### config.mk
export PLATFORM = sky130hd
export DESIGN_NAME = cpu6_bus_arbiter
export DESIGN_NICKNAME = d
export VERILOG_FILES = /design/src/rtl/cpu6_bus_pkg.sv /design/src/rtl/cpu6_bus_arbiter.sv
export SDC_FILE = /design/constraint.sdc
export NUM_CORES = 1
export LEC_CHECK = 0
export ABC_CLOCK_PERIOD_IN_PS = 2980
export CORE_MARGIN = 3
export CORE_UTILIZATION = 46
export CTS_BUF_LIST = sky130_fd_sc_hd__clkbuf_16
export CTS_CLUSTER_DIAMETER = 40
export CTS_CLUSTER_SIZE = 14
export DETAILED_ROUTE_END_ITERATION = 12
export HOLD_SLACK_MARGIN = 0.03
export PLACE_DENSITY = 0.85
export SLEW_MARGIN = 20
export SYNTH_ARGS = -nofsm -noshare
export SYNTH_HDL_FRONTEND = slang
export SYNTH_SLANG_ARGS = --single-unit
### constraint.sdc
create_clock -name clock -period 2.98 [get_ports clock]
set_input_delay 0.298 -clock clock [delete_from_list [all_inputs] [get_ports clock]]
set_output_delay 0.298 -clock clock [all_outputs]
set_load 0.03 [all_outputs]
### src/rtl/cpu6_bus_pkg.sv
// cpu6_bus_pkg: shared state encoding, owner codes and parameter defaults for the CPU6 bus arbiter
package cpu6_bus_pkg;
  typedef enum logic [1:0] {S_IDLE, S_ADDR, S_WAIT, S_DONE} state_t;
  localparam logic [1:0] OWNER_NONE = 2'b00;
  localparam logic [1:0] OWNER_CPU = 2'b01;
  localparam logic [1:0] OWNER_DMA = 2'b10;
  localparam int WAIT_STATES_DEF = 2;
  localparam int DMA_BURST_MAX_DEF = 4;
  localparam int TIMEOUT_DEF = 255;
endpackage

### src/rtl/cpu6_bus_arbiter.sv
// cpu6_bus_arbiter: CPU/DMA memory-bus arbiter with ADDR-WAIT-DONE cycle sequencing, wait states and timeout
module cpu6_bus_arbiter
  import cpu6_bus_pkg::*;
#(
  parameter int WAIT_STATES = WAIT_STATES_DEF,
  parameter int DMA_BURST_MAX = DMA_BURST_MAX_DEF,
  parameter int TIMEOUT = TIMEOUT_DEF
) (
  input  logic        clock,
  input  logic        reset,
  input  logic        cpu_req,
  input  logic        cpu_we,
  input  logic [15:0] cpu_addr,
  input  logic [7:0]  cpu_wdata,
  output logic [7:0]  cpu_rdata,
  output logic        cpu_done,
  input  logic        dma_req,
  input  logic        dma_we,
  input  logic [15:0] dma_addr,
  input  logic [7:0]  dma_wdata,
  output logic [7:0]  dma_rdata,
  output logic        dma_done,
  output logic [15:0] mem_addr,
  output logic [7:0]  mem_wdata,
  output logic        mem_drive,
  input  logic [7:0]  mem_rdata,
  output logic        mem_oe,
  output logic        mem_we,
  input  logic        mem_ready,
  output logic        bus_err,
  output logic [1:0]  owner
);
  localparam logic [7:0] WAIT_LAST = 8'(WAIT_STATES - 1);
  localparam logic [7:0] TIMEOUT_LAST = 8'(TIMEOUT - 1);
  localparam logic [3:0] BURST_MAX = 4'(DMA_BURST_MAX);
  state_t state, state_n;
  logic we_r, we_n, dma_win, any_req, ok, tmo;
  logic [7:0] count;
  logic [3:0] dma_streak;
  always_comb begin
    any_req = cpu_req | dma_req;
    dma_win = dma_req & ~(cpu_req & (dma_streak == BURST_MAX));
    we_n = state == S_IDLE ? (dma_win ? dma_we : cpu_we) : we_r;
    ok = state == S_WAIT && count >= WAIT_LAST && mem_ready;
    tmo = state == S_WAIT && !ok && count == TIMEOUT_LAST;
    state_n = state == S_IDLE ? (any_req ? S_ADDR : S_IDLE) :
              state == S_ADDR ? S_WAIT :
              state == S_WAIT ? ((ok || tmo) ? S_DONE : S_WAIT) : S_IDLE;
  end
  always_ff @(posedge clock) begin
    if (reset) begin
      state <= S_IDLE;
      owner <= OWNER_NONE;
      dma_streak <= '0;
      count <= '0;
      we_r <= 1'b0;
      mem_addr <= '0;
      mem_wdata <= '0;
      mem_oe <= 1'b0;
      mem_we <= 1'b0;
      mem_drive <= 1'b0;
      cpu_done <= 1'b0;
      dma_done <= 1'b0;
      bus_err <= 1'b0;
      cpu_rdata <= '0;
      dma_rdata <= '0;
    end else begin
      state <= state_n;
      we_r <= we_n;
      count <= state == S_WAIT ? count + 8'd1 : '0;
      mem_oe <= state_n != S_IDLE && !we_n;
      mem_drive <= state_n != S_IDLE && we_n;
      mem_we <= state_n == S_WAIT && we_r;
      cpu_done <= state_n == S_DONE && owner == OWNER_CPU;
      dma_done <= state_n == S_DONE && owner == OWNER_DMA;
      bus_err <= tmo;
      owner <= state_n == S_IDLE ? OWNER_NONE :
               state == S_IDLE ? (dma_win ? OWNER_DMA : OWNER_CPU) : owner;
      if (state == S_IDLE) begin
        dma_streak <= dma_win ? dma_streak + 4'(dma_streak != 4'hf) : '0;
        if (any_req) begin
          mem_addr <= dma_win ? dma_addr : cpu_addr;
          mem_wdata <= dma_win ? dma_wdata : cpu_wdata;
        end
      end
      if (ok && !we_r && owner == OWNER_CPU) cpu_rdata <= mem_rdata;
      if (ok && !we_r && owner == OWNER_DMA) dma_rdata <= mem_rdata;
    end
  end
endmodule

==> results.txt <==
The flow ran to the end, and the final reports show no timing, DRC or antenna violations. The clock net sink count came out at 63. The number of buffers created by CTS is 9. The wire length of the first global-routing pass came out at 11400 µm. The number of instances resized during post-cts repair is 0. At the end of the flow, the number of nets in the layout was 483. Dividing total power by cell area gives a power density of 604 mW/mm². The critical path starts at state[0]. The later-pin clock latency in the skew report came out at 320 ps. Once placement completed, the tool counted placed cells totaling 472.

The vertical extent of the die came out at 82.2 µm. The buffer levels on the longest clock path is 2. The transition time of the tightest slew-check pin came out at 846 ps. In this run the register-to-register setup slack is 660 ps.

The clock tree synthesis step divided the H-tree into 3 levels. The beginning of the worst register-to-register path is state[0]. The post-route antenna net violation count came out at 0. Clock-pin slew was measured on the worst setup and hold paths at 50 ps. Each instance of the synthesized netlist takes up on average 8.90 µm². The buffer count from post-CTS setup fixing came out at 0.

The first-iteration detailed-routing DRC count is 139. The die area came out at 0.00675 mm². The highest achievable clock rate is 432 MHz.

The post-synthesis sequential area ratio is 0.473. The synthesized netlist net count came out at 372. Counting distinct cell types in the post-synthesis netlist gives 33. The clock period minus final worst setup slack is 2320 ps.

The total negative setup slack is 0 ps. The starting utilization of the core area came out at 0.479. The type of the worst setup path is reg2reg.

In the finished design, the share of the clock period the worst path needs comes to 0.777. Setup repair after global routing left no endpoint under its margin. After synthesis the cells add up to 0.00267 mm².

The total number of yosys warnings is 0. The multi-input combinational cells in the finished layout cover a total of 0.00133 mm². Registers take 0.00126 mm².

The critical path required time came out at 3180 ps. The routed wire length per instance came out at 14.9 µm. STA classifies the critical path endpoint as a register. The pin count of the biggest net entering global routing came out at 49. The tightest min-delay check is of the reg2reg type. The count of final hold-check violations came out at 0.

Leaving out fill and tap cells, the most frequent cell in the layout is clkdlybuf4s50_1. 111 I/O pins were placed. The total length of routed wires is 7250 µm. The leakage power is 1.54 nW. The count of TritonRoute iterations in the first routing pass is 4. The number of antenna diodes came out at 0.

The placed wire-length estimate came out at 5270 µm. In this run the most critical hold path is launched from count[0]. In this run, post-CTS hold repair placed 0 buffers. The length in cells of the worst reg-to-reg path came out at 6.

The initial antenna violation count is 0. The filler cell count in the final layout is 427. The all-layer global routing usage is 0.225. By area the synthesized netlist is led by dfxtp_1, nand2_1, mux2i_1. The endpoint identified for the worst register-to-register timing path is mem_oe.

The most critical setup path has its endpoint at mem_oe. The via total after detailed routing came out at 2505. The number of cell rows is 27. Leaving out fill and tap cells, the most frequent cells in the layout are clkdlybuf4s50_1, dfxtp_1, nand2_1.

The via density per instance is 5.14. The final number of setup-violating endpoints is 0. The post-route DRC violation count came out at 0. Data arrives at the worst endpoint at 2510 ps. The via count of the first global-routing pass is 2388.

The share of cells above drive strength 1 is 0.0675. The area overhead of the layout relative to synthesis is 55.0%. The worst clock skew is 3.70 ps. The max-cap check violation count is 0. The remaining global-route overflow came out at 0. The critical path launch point type is a register. The share of synthesized area in the top cell type comes to 0.473. The worst slew margin relative to its limit came out at 0.436. The core area came out at 0.00557 mm². VDD sags by at most 0.414 mV. The largest total area in the synthesized netlist belongs to dfxtp_1. The die is 82.2 µm wide. The cell count after synthesis came out at 300. The tree is rooted in a clkbuf_16. TritonCTS built the clock tree. The flip-flop and latch count after synthesis is 63. The number of standard cells in the final layout excluding fillers came out at 487. The final max-slew violation count came out at 0. The critical-path maximum fanout is 13. The routability-driven placement congestion ratio is 0.793. During placement, the flow inserted port buffers numbering 110.
cells by family (layout without fill, tap and decap cells):
| kind of cell | Yosys count | after routing | share of synthesized area |
|---|---|---|---|
| buf+inv | 24 | 139 | 0.0338 |
| xor+xnor | 4 | 4 | 0.0131 |
| fa+ha+maj | 9 | 9 | 0.0422 |
| mux | 16 | 16 | 0.0600 |
| compound gates | 69 | 69 | 0.180 |
| simple gates | 115 | 115 | 0.199 |
| flops | 63 | 63 | 0.473 |
state kept, by name (all words and copies together) (netlist names), 2 cells and up:
name	cells
mem_addr	16
count	8
cpu_rdata	8
dma_rdata	8
mem_wdata	8
dma_streak	4
owner	2
state	2
worst max-delay path, stage by stage (launching register included):
cell       delay, ps
dfxtp_1          340
inv_1             70
ha_1             350
or3b_2           510
nor3_1           360
o41ai_2          160
a2111oi_1        400
synthesized netlist by cell type:
library cell / number
mux2i_1: 16
nand4_1: 2
a2111oi_1: 1
or3b_2: 1
xnor2_1: 1
inv_1: 8
o41ai_2: 2
nor4b_4: 1
nor2b_1: 1
nor3_1: 4
nand3_1: 7
nor4_4: 1
a31oi_1: 24
nor2_1: 26
o21ai_0: 27
nor3b_1: 1
clkbuf_1: 16
nand3b_1: 1
a2111oi_4: 2
a2111oi_2: 1
o32ai_1: 1
a21oi_1: 7
nand2b_1: 2
o41a_1: 1
a311oi_1: 2
xor2_1: 3
nand2_1: 59
dfxtp_1: 63
and3_1: 5
or3_1: 3
nor4_1: 1
ha_1: 9
o2bb2ai_1: 1
where the power goes:
part / internal (mW) / total, mW / switching (mW)
clock: 0.630 / 0.968 / 0.338
combinational: 0.250 / 0.570 / 0.320
sequential: 0.916 / 0.961 / 0.0450
routing by layer:
metal	up-vias	share of wire	global-route usage
li1	1276	-	-
met1	1136	0.40	0.255
met3	11	0.069	0.0748
met5	-	0	0
met2	82	0.52	0.383
met4	0	0.018	0.101
cell type report:
class / count / share of cell area
inverter: 8 / 0.00726
multi-input combinational: 213 / 0.322
sequential: 63 / 0.305
clock inverter: 6 / 0.0127
clock buffer: 9 / 0.0544
timing repair buffer: 116 / 0.277
tap: 72 / 0.0218
metrics by stage:
step | worst slack, ps | hold WS, ps | area (µm²) | util | power [mW]
2_1_floorplan | 1130 | 413 | 2670 | - | 1.28
3_3_place_gp | 861 | 464 | 3860 | 0.692 | 1.53
3_5_place_dp | 776 | 493 | 3860 | 0.692 | 1.54
4_1_cts | 724 | 500 | 4140 | 0.742 | 2.52
5_1_grt | 553 | 514 | 4140 | 0.742 | 2.62
6_report | 665 | 501 | 4140 | 0.742 | 2.50
worst min path at each step:
stage | slack (ps) | to | cells after the start
2_1_floorplan | 410 | dma_streak[3] | 1
3_3_place_gp | 460 | count[0] | 1
3_5_place_dp | 490 | count[0] | 1
4_1_cts | 500 | count[0] | 1
5_1_grt | 510 | count[0] | 1
6_report | 500 | count[0] | 1
Power figures use the tool's default switching activity.
